[src/rtl/normalize.sv]
// -----------------------------------------------------------------------------
// normalize
//   Iterative normalizer: finds how many single-bit shifts bring an 8-bit
//   operand into normal form, one shift per clock, and reports the shifted
//   value together with the shift count.
//
//   Modes (latched at the start request):
//     00 unsigned  : shift left until the MSB is set
//     01 signed    : shift left until bit 7 differs from bit 6
//     10 trailing  : shift right until the LSB is set
//     11 pass      : no shifting, result equals the operand
//   Every mode also stops on an all-zero operand or after 7 shifts.
//
// Ports
//   clk       in   1  clock, rising edge
//   rst_n     in   1  asynchronous active-low reset
//   start     in   1  request, honoured only while idle
//   mode      in   2  operation select, captured with start
//   in        in   8  operand, captured with start
//   out       out  8  registered normalized result
//   shiftVal  out  3  registered number of shifts applied
//   zero      out  1  registered, captured operand was 0x00
//   busy      out  1  high while shifting
//   done      out  1  one-cycle completion pulse
// -----------------------------------------------------------------------------
module normalize (
  input  logic       clk,
  input  logic       rst_n,
  input  logic       start,
  input  logic [1:0] mode,
  input  logic [7:0] in,
  output logic [7:0] out,
  output logic [2:0] shiftVal,
  output logic       zero,
  output logic       busy,
  output logic       done
);

  typedef enum logic [1:0] {
    S_IDLE = 2'd0,
    S_RUN  = 2'd1,
    S_DONE = 2'd2
  } state_t;

  state_t     r_state;
  state_t     w_state_next;
  logic [7:0] r_work;
  logic [2:0] r_count;
  logic [1:0] r_mode;
  logic [7:0] r_out;
  logic [2:0] r_shift;
  logic       r_zero;

  logic       w_term;
  logic       w_mode_term;
  logic [7:0] w_work_shifted;

  // Per-mode stop condition; zero operand and the 7-shift ceiling apply to
  // all modes so the count can never wrap.
  always_comb begin
    w_mode_term = 1'b1;
    case (r_mode)
      2'b00:   w_mode_term = r_work[7];
      2'b01:   w_mode_term = r_work[7] ^ r_work[6];
      2'b10:   w_mode_term = r_work[0];
      default: w_mode_term = 1'b1;
    endcase
    w_term = w_mode_term || (r_work == 8'h00) || (r_count == 3'd7);
  end

  assign w_work_shifted = (r_mode == 2'b10) ? {1'b0, r_work[7:1]}
                                            : {r_work[6:0], 1'b0};

  // Next-state and status decode.
  always_comb begin
    w_state_next = r_state;
    busy         = 1'b0;
    done         = 1'b0;
    case (r_state)
      S_IDLE: begin
        if (start) w_state_next = S_RUN;
      end
      S_RUN: begin
        busy = 1'b1;
        if (w_term) w_state_next = S_DONE;
      end
      S_DONE: begin
        done         = 1'b1;
        w_state_next = S_IDLE;
      end
      default: w_state_next = S_IDLE;
    endcase
  end

  always_ff @(posedge clk or negedge rst_n) begin
    if (!rst_n) begin
      r_state <= S_IDLE;
    end else begin
      r_state <= w_state_next;
    end
  end

  // Datapath: capture on the accepted start, shift while running, publish
  // the result only on the run-to-done edge so outputs hold otherwise.
  always_ff @(posedge clk or negedge rst_n) begin
    if (!rst_n) begin
      r_work  <= 8'h00;
      r_count <= 3'd0;
      r_mode  <= 2'b00;
      r_out   <= 8'h00;
      r_shift <= 3'd0;
      r_zero  <= 1'b0;
    end else begin
      case (r_state)
        S_IDLE: begin
          if (start) begin
            r_work  <= in;
            r_count <= 3'd0;
            r_mode  <= mode;
          end
        end
        S_RUN: begin
          if (w_term) begin
            r_out   <= r_work;
            r_shift <= r_count;
            r_zero  <= (r_work == 8'h00);
          end else begin
            r_work  <= w_work_shifted;
            r_count <= r_count + 3'd1;
          end
        end
        default: ;
      endcase
    end
  end

  assign out      = r_out;
  assign shiftVal = r_shift;
  assign zero     = r_zero;

endmodule

[config.mk]
export PLATFORM = sky130hd
export DESIGN_NAME = normalize
export DESIGN_NICKNAME = d
export VERILOG_FILES = /design/src/rtl/normalize.sv
export SDC_FILE = /design/constraint.sdc
export NUM_CORES = 1
export LEC_CHECK = 0
export ABC_AREA = 0
export CORE_ASPECT_RATIO = 0.5
export CORE_UTILIZATION = 40
export DETAILED_ROUTE_END_ITERATION = 16
export SLEW_MARGIN = 20
export SYNTH_ARGS = -nofsm -noshare
export SYNTH_HDL_FRONTEND = slang
export SYNTH_SLANG_ARGS = --single-unit
[constraint.sdc]
create_clock -name clk -period 2.5 [get_ports clk]
set_clock_uncertainty 0.05 [all_clocks]
set_input_delay 0.5 -clock clk [delete_from_list [all_inputs] [get_ports clk]]
set_output_delay 0.5 -clock clk [all_outputs]
set_load 0.03 [all_outputs]
# Word-level counts from Yosys, hierarchy flattened
# Index checks and enable logic that the tools add are counted.
dict set report op_classes {
  add_sub_neg 1
  eq_ne 8
  n_mux 13
  n_bitwise 1
  n_reduce_logical 10
}
# cell n
set op_table {}
lappend op_table {{two-way mux 8 bit} 3}
lappend op_table {{case mux 8 bit (2 select lines)} 1}
lappend op_table {{zero test 8 bit} 1}
lappend op_table {{two-way mux 3 bit} 2}
lappend op_table {{!= test 2 bit (second input constant)} 3}
lappend op_table {{case mux 3 bit (2 select lines)} 1}
lappend op_table {{AND reduction 2 bit} 3}
lappend op_table {{== test 2 x 1 -> 1 bit (second input constant)} 2}
lappend op_table {{== test 2 bit (second input constant)} 2}
lappend op_table {{zero test 2 bit} 2}
lappend op_table {{two-way mux 2 bit} 2}
lappend op_table {{case mux 2 bit (2 select lines)} 1}
lappend op_table {{adder 3 x 1 -> 3 bit (second input constant)} 1}
lappend op_table {{== test 3 bit (second input constant)} 1}
lappend op_table {{case mux 1 bit (3 select lines)} 1}
lappend op_table {{AND reduction 3 bit} 1}
lappend op_table {{logical OR 1 bit} 2}
lappend op_table {{two-way mux 1 bit} 2}
lappend op_table {{nonzero test 2 bit} 1}
lappend op_table {{bitwise XOR 1 bit} 1}
dict set report totals {
  regBits 27
  in_bits 13
  output_inout_bits 14
}

# Depth between registers and ports, before layout
# Gate-level depths: netlist of the first run.
dict set report depth {
  depth_word 6
  mapped_depth 7
}

# Worst setup path after synthesis of the first run
# No wires, ideal clock.
dict set report synth_path {
  kind {reg-to-reg}
  from {register r_count[0]}
  to {register r_out[0], in the netlist out[0]}
  arrival_time_ns 2.018
  slack_ns 0.307
  path_stages_with_launch 8
  n_path_buf 1
  period_less_slack_ns 2.193
  path_cell_list {dfrtp_1 > ha_1 > ha_1 > or4b_1 > o31ai_2 > a21o_2 > buf_6 > mux2_2}
}
dict set report synth_between {
  elab_chain_cells 3
}
# item line_no
set synth_rtl {}
lappend synth_rtl {{start: declaration} 48} ;# logic [2:0] r_count;
lappend synth_rtl {{start signal: assignment} 129} ;# r_count <= r_count + 3'd1;
lappend synth_rtl {{== test 3 bit} 68} ;# w_term = w_mode_term || (r_work == 8'h00) || (r_count == 3'd7);
lappend synth_rtl {{logical OR 1 bit} 68}
lappend synth_rtl {{AND reduction 2 bit (no line)} n/a}
lappend synth_rtl {{end signal: assignment} 124} ;# r_out <= r_work;
lappend synth_rtl {{end: declaration} 50} ;# logic [7:0] r_out;
# No other way between the ends.
# A chain may end at the register's enable or synchronous reset.

# Final worst setup path of the first run
# Ends and elaborated chain as after synthesis.

==> Flow_metrics.wiki, run 1 <==
{| class="wikitable"
! Metric !! Value
|-
| Post-CTS setup buffers || 0
|-
| Number of instances in the placed design || 170
|-
| Compound-Gate Fraction of Synth Area || ~7.3%
|-
| Worst-case vdd ir drop || between 0.5 and 0.6 mV
|-
| Nets in the synthesized netlist || between 100 and 150
|-
| P&R area growth vs syn || 26.5%
|-
| Max Fanout on Critical Path || 12
|-
| Sum of internal, switching and leakage power || around 2.3 mW
|-
| Type of element capturing the critical path || flop
|-
| Mux share of post-synthesis cell area || a little over a quarter
|-
| Fraction of synthesized cell area taken by the top area cell type || 50.8%
|-
| Area fraction in and, or, nand and nor cells after synthesis || under 10%
|-
| Final Max Slew Viols || 0
|-
| Dominant cells by area after synthesis || sky130_fd_sc_hd__dfrtp_1 51%, sky130_fd_sc_hd__mux2_2 14%, sky130_fd_sc_hd__mux2i_1 6.8%, sky130_fd_sc_hd__mux2_4 6.8%, sky130_fd_sc_hd__o21ai_0 3.0%
|-
| GRT Resource Usage Total || between 10% and 20%
|-
| Largest family of logic cells by synthesized area || multiplexers
|-
| Path depth of the worst reg2reg path || 6
|-
| DR vias || between 800 and 900
|-
| Count of flip-flops with a built-in enable after synthesis || 0
|-
| Adder and majority cell fraction of the synthesized area || 2.82%
|-
| Maximum clock frequency || 425 MHz
|-
| Yosys warns || 0
|-
| Sum of overflow across all layers after global routing || 0
|-
| Total CTS buffers || 3
|-
| Length of the first detailed-routing pass in iterations || 4
|-
| RSZ-0062 raised after global routing || false
|-
| Source-to-sink clock delay at the later pin of the worst-skew pair || ~0.27 ns
|-
| Most repeated cell in the gate-level netlist after synthesis || sky130_fd_sc_hd__dfrtp_1
|-
| Height of the chip || roughly 43 um
|-
| Number of placed I/O pins || 27
|-
| Fin crit period || around 2.4 ns
|-
| Period Utilization, post-route || 94.0%
|-
| CP Data Required Time || approximately 2.6 ns
|-
| Initial antenna violation count || 0
|-
| Share of async-settable or async-resettable flops after synthesis || 100%
|-
| Actual slew at the worst max-slew pin || 0.610 ns
|-
| # setup viols final || 0
|-
| Root buffer cell || sky130_fd_sc_hd__clkbuf_8
|-
| Final instance count without filler cells || roughly 170
|-
| Dpl hpwl || roughly 1.6 mm
|-
| H-tree levels || 1
|-
| Area inside the core boundary || about 3100 sq um
|-
| Setup TNS after final layout || 0 ns
|-
| Starting density of the core || 43.1%
|-
| Static Leak || roughly 0.8 nW
|-
| Clock tree from TritonCTS || built
|-
| Setup crit start kind || flop
|-
| Sequential area share after synthesis || between 50% and 60%
|-
| Synthesized area || about 1300 sq um
|-
| Hold violation total from the final report || 0
|-
| Cell count of the worst hold path || 1
|-
| Count of antenna-violating nets left after detailed routing || 0
|-
| Count of mapped cells out of synthesis || between 100 and 150
|-
| Number of filler cells placed in the layout || between 200 and 300
|-
| Diode count || 0
|-
| Crit path DAT || ~2.5 ns
|-
| Clock input transition at the sequential cells of the worst setup and hold paths || ~0.080 ns
|-
| Mapped Avg Cell Area || between 10 and 15 sq um
|-
| Row cnt || 14
|-
| Most instantiated cells after synthesis || 27 x sky130_fd_sc_hd__dfrtp_1, 16 x sky130_fd_sc_hd__mux2_2, 9 x sky130_fd_sc_hd__mux2i_1, 9 x sky130_fd_sc_hd__nand2_1, 8 x sky130_fd_sc_hd__o21ai_0
|-
| Clock Tree Buf Depth || 2
|-
| Full die area || ~3600 sq um
|-
| Via density per instance || just under 5
|-
| Final wirelength || between 2 and 2.5 mm
|-
| Initial DRC Count || 31
|-
| Avg WL per Cell || approximately 14 um
|-
| Max-Cap Viols || 0
|-
| Share of cells above drive strength 1 || 23.9%
|-
| Biggest area consumer among synthesized cells || sky130_fd_sc_hd__dfrtp_1
|-
| Die boundary width || approximately 84 um
|-
| Pwr per Cell Area || roughly 1300 nW/um^2
|-
| Status || complete, no violations
|-
| Max transition margin || between 50 and 60%
|-
| Final net count || ~150
|-
| Quantity of hold-fixing buffers added after cts || 0
|-
| Area of placed instances || 1640 sq um
|-
| Predominant post-synthesis flop cell || sky130_fd_sc_hd__dfrtp_1
|-
| GPL Wtd Cong || approximately 0.70
|-
| Flip-flop and latch count after synthesis || 27
|-
| Sinks on Clock Net || 27
|-
| Number of global-route vias before repair || around 900
|-
| Worst hold-check path type || reg2reg
|-
| PortBufs || 26
|-
| Largest net degree at the start of global routing || 28
|-
| Final Instance Area || 1680 sq um
|-
| Xor/xnor share of the synthesized area || 0%
|-
| Crit Path Class || reg2reg
|-
| Remaining DRCs || 0
|-
| Post-synthesis cell type count || 24
|-
| Gates resized, CTS repair || 0
|-
| First-pass GRT wire length || 4.23 mm
|}
placed cells by master, fill, tap and decap left out:
cell type	netlist	layout
sky130_fd_sc_hd__nand2b_1	1	1
sky130_fd_sc_hd__inv_1	7	7
sky130_fd_sc_hd__o31ai_2	1	1
sky130_fd_sc_hd__nor3b_1	1	1
sky130_fd_sc_hd__clkdlybuf4s50_1	0	26
sky130_fd_sc_hd__dfrtp_1	27	27
sky130_fd_sc_hd__a22o_1	1	1
sky130_fd_sc_hd__a31oi_4	1	1
sky130_fd_sc_hd__buf_4	0	4
sky130_fd_sc_hd__nand2_1	9	9
sky130_fd_sc_hd__a21o_2	1	1
sky130_fd_sc_hd__and3_1	1	1
sky130_fd_sc_hd__o21ai_0	8	8
sky130_fd_sc_hd__clkbuf_1	3	1
sky130_fd_sc_hd__or2b_1	1	1
sky130_fd_sc_hd__nor3_1	1	1
sky130_fd_sc_hd__clkbuf_8	0	3
sky130_fd_sc_hd__mux2_2	16	16
sky130_fd_sc_hd__nor4b_1	1	1
sky130_fd_sc_hd__a21oi_1	1	1
sky130_fd_sc_hd__ha_1	3	3
sky130_fd_sc_hd__nor2b_1	1	1
sky130_fd_sc_hd__mux2_4	6	6
sky130_fd_sc_hd__mux2i_1	9	9
sky130_fd_sc_hd__or4b_1	1	1
sky130_fd_sc_hd__nor2_1	2	2
flip-flops by register name (all words and copies together) (netlist names):
register and cells:
zero 1, shiftVal 3, out 8, r_mode 2, r_state 2, r_work 8
r_count 3
cell families after synthesis:
family / Yosys count
DFF: 27
AOI/OAI and AO/OA: 13
muxes: 31
buffers and inverters: 12
adders and majority gates: 3
and+or+nand+nor: 19
critical path: stages (launching register included):
cell	delay, ns
sky130_fd_sc_hd__dfrtp_1	0.41
sky130_fd_sc_hd__ha_1	0.21
sky130_fd_sc_hd__ha_1	0.20
sky130_fd_sc_hd__or4b_1	0.48
sky130_fd_sc_hd__o31ai_2	0.12
sky130_fd_sc_hd__a21o_2	0.39
sky130_fd_sc_hd__mux2_2	0.38
per-stage QoR:
stage          utilization [%]  hold slack (ns)  setup WS, ns
2_1_floorplan                -            0.154         0.307
3_3_place_gp              53.0            0.437         0.185
3_5_place_dp              53.0            0.441         0.150
4_1_cts                   54.5            0.463         0.131
5_1_grt                   54.5            0.473        0.0267
6_report                  54.5            0.458         0.149
power by group:
group	leakage (nW)	internal (mW)	total, mW	switching [mW]
registers	0.337	0.628	0.775	0.146
logic	0.444	0.642	1.24	0.594
clock network	0.0228	0.114	0.248	0.134
worst paths after layout:
kind,from,to,slack [ns]
min reg2reg,shiftVal[0]$_DFFE_PN0P_,shiftVal[0]$_DFFE_PN0P_,0.46
min in group asynchronous,rst_n,out[7]$_DFFE_PN0P_,0.54
max reg2reg,r_count[0]$_DFFE_PN0P_,out[0]$_DFFE_PN0P_,0.15
max,r_count[0]$_DFFE_PN0P_,out[0]$_DFFE_PN0P_,0.15
min,shiftVal[0]$_DFFE_PN0P_,shiftVal[0]$_DFFE_PN0P_,0.46
max in group asynchronous,rst_n,r_work[7]$_DFFE_PN0P_,1.59
area by class of cell:
| type | count | area, sq um | area share (%) |
|---|---|---|---|
| inverters | 7 | 26.3 | 1.56 |
| clock buffers | 4 | 45.0 | 2.68 |
| multi-input cells | 66 | 593 | 35.3 |
| well taps | 40 | 50.0 | 2.98 |
| flip-flops and latches | 27 | 676 | 40.2 |
| repair buffers | 30 | 290 | 17.3 |
per-layer routing:
metal	track usage [%]	share of wire (%)	vias up
met2	24.9	44	13
met5	0	0	-
met3	4.67	3.7	2
met1	20.9	52	407
met4	4.07	0.98	0
li1	-	-	419
Power figures use the tool's default switching activity.
==> inputs of run 2 (changes only) <==
Settings changed: CORE_MARGIN from default to 2.
==> run 2 against run 1 <==
  * Die area up 7.2%
  * Hold slack about the same
  * Critical path type unchanged
  * Combinational power about the same
  * Final area unchanged
==> Flow_metrics.wiki, run 2 (synthesis gave the netlist of run 1 again) <==
{| class="wikitable"
! Metric !! Value
|-
| Source-to-sink clock delay at the later pin of the worst-skew pair || roughly 0.28 ns
|-
| Clock tree from TritonCTS || built
|-
| Crit path max-delay cell type || sky130_fd_sc_hd__or4b_1
|-
| Minimum hold slack || between 0.4 and 0.5 ns
|-
| Sinks on Clock Net || 27
|-
| Final instance count without filler cells || around 170
|-
| Gates resized, CTS repair || 0
|-
| Highest-count cells in the layout ignoring fill and taps || 27 x sky130_fd_sc_hd__dfrtp_1, 26 x sky130_fd_sc_hd__clkdlybuf4s50_1, 16 x sky130_fd_sc_hd__mux2_2
|-
| Maximum clock frequency || around 420 MHz
|-
| RSZ-0062 raised after global routing || false
|-
| Number of placed I/O pins || 27
|-
| Status || complete, no violations
|-
| Share of cells above drive strength 1 || 23.9%
|-
| PortBufs || 26
|-
| CP Data Required Time || 2.62 ns
|-
| Hold violation total from the final report || 0
|-
| # setup viols final || 0
|-
| Max transition margin || 59.6%
|-
| Period Utilization, post-route || between 90% and 100%
|-
| Number of filler cells placed in the layout || 272
|-
| Cell type with the highest occurrence count on the critical path || sky130_fd_sc_hd__ha_1
|-
| Worst hold-check path type || reg2reg
|-
| Clock input transition at the sequential cells of the worst setup and hold paths || about 0.09 ns
|-
| First-pass GRT wire length || 4.10 mm
|-
| Full die area || between 3000 and 4000 sq um
|-
| Worst-case vdd ir drop || roughly 0.56 mV
|-
| P&R area growth vs syn || 26.5%
|-
| Most frequent standard cell in the layout excluding fill and tap cells || sky130_fd_sc_hd__dfrtp_1
|-
| Setup TNS after final layout || 0 ns
|-
| Delay of the slowest cell on the worst path || between 0.4 and 0.5 ns
|-
| DR vias || 860
|-
| Critical-path cell list || ha_1 -> ha_1 -> or4b_1 -> o31ai_2 -> a21o_2 -> mux2_2
|-
| Length of the first detailed-routing pass in iterations || 2
|-
| Initial DRC Count || 8
|-
| Remaining DRCs || 0
|-
| Final wirelength || 2.50 mm
|-
| Via density per instance || between 4 and 5
|-
| Avg WL per Cell || roughly 14 um
|-
| Hold path startpoint || out[1]$_DFFE_PN0P_
|-
| Initial antenna violation count || 0
|-
| Height of the chip || about 45 um
|-
| Clock Tree Buf Depth || 2
|-
| Dpl hpwl || 1.75 mm
|-
| Final net count || ~150
|-
| Path depth of the worst reg2reg path || 6
|-
| Number of global-route vias before repair || 860
|-
| Max Fanout on Critical Path || 12
|-
| Number of instances in the placed design || 170
|-
| Post-CTS setup buffers || 0
|-
| Worst setup startpoint || r_count[0]$_DFFE_PN0P_
|-
| Total CTS buffers || 3
|-
| Quantity of hold-fixing buffers added after cts || 0
|-
| Type of element capturing the critical path || flop
|-
| Fin crit period || 2.37 ns
|-
| Crit Path Class || reg2reg
|-
| Area inside the core boundary || 3080 sq um
|-
| Count of antenna-violating nets left after detailed routing || 0
|-
| Starting density of the core || between 40% and 50%
|-
| Cell count of the worst hold path || 1
|-
| Diode count || 0
|-
| Sum of overflow across all layers after global routing || 0
|-
| Crit path DAT || roughly 2.5 ns
|-
| H-tree levels || 1
|-
| GPL Wtd Cong || ~0.74
|-
| Actual slew at the worst max-slew pin || a little over 0.6 ns
|-
| Max-Cap Viols || 0
|-
| Root buffer cell || sky130_fd_sc_hd__clkbuf_8
|-
| Row cnt || 14
|-
| Reg-to-reg startpoint || r_count[0]$_DFFE_PN0P_
|-
| Die boundary width || approximately 86 um
|-
| Setup crit start kind || flop
|-
| Largest net degree at the start of global routing || 28
|-
| Pwr per Cell Area || roughly 1400 nW/um^2
|-
| Final Max Slew Viols || 0
|-
| Static Leak || 0.804 nW
|-
| GRT Resource Usage Total || ~14%
|}
==> run 2: cell counts in the layout (fill, tap and decap cells not counted) <==
No cell type changed its count.
==> run 2: worst paths after layout <==
| check | endpoint | slack (ns) |
|---|---|---|
| max reg2reg | out[4]$_DFFE_PN0P_ | 0.13 |
| min | out[1]$_DFFE_PN0P_ | 0.46 |
| max in group asynchronous | r_work[2]$_DFFE_PN0P_ | 1.60 |
| min reg2reg | out[1]$_DFFE_PN0P_ | 0.46 |
| max | out[4]$_DFFE_PN0P_ | 0.13 |
| min in group asynchronous | r_state[0]$_DFFE_PN0P_ | 0.54 |
==> run 2: where the power goes <==
| group | total, mW | internal [mW] | switching, mW |
|---|---|---|---|
| combinational | 1.24 | 0.643 | 0.601 |
| clock | 0.251 | 0.114 | 0.137 |
| sequential | 0.779 | 0.628 | 0.151 |
| total | 2.27 | 1.39 | 0.889 |
==> run 2: layout make-up <==
type	instances	area (sq um)	share of cell area (%)
Timing Repair Buffer	30	290	17.3
Clock buffer	4	45.0	2.68
Inverter	7	26.3	1.56
Multi-Input combinational cell	66	593	35.3
Tap cell	40	50.0	2.98
Sequential cell	27	676	40.2
==> run 2: metrics by stage <==
step | worst slack, ns | utilization [%] | power, mW | cell area (sq um)
after floorplan | 0.307 | - | 1.69 | 1330
after global placement | 0.185 | 53.0 | 2.02 | 1640
after detailed placement | 0.141 | 53.0 | 2.04 | 1640
after CTS | 0.124 | 54.5 | 2.30 | 1680
after global routing | 0.00692 | 54.5 | 2.43 | 1680
final | 0.133 | 54.5 | 2.27 | 1680
==> run 2: metal layers <==
metal  up-vias  GRT usage (%)  share of wire, %
met4         0           3.81                 0
li1        423              -                 -
met5         -              0                 0
met1       420           18.2                52
met2        17           23.9                45
met3         0           4.39               3.2
==> run 2: critical path: cells and delay by family, from the launching register on <==
family	cells	cell delay, ns
compound gates	2	0.52
simple gates	1	0.49
fa+ha+maj	2	0.41
flops	1	0.41
mux	1	0.38
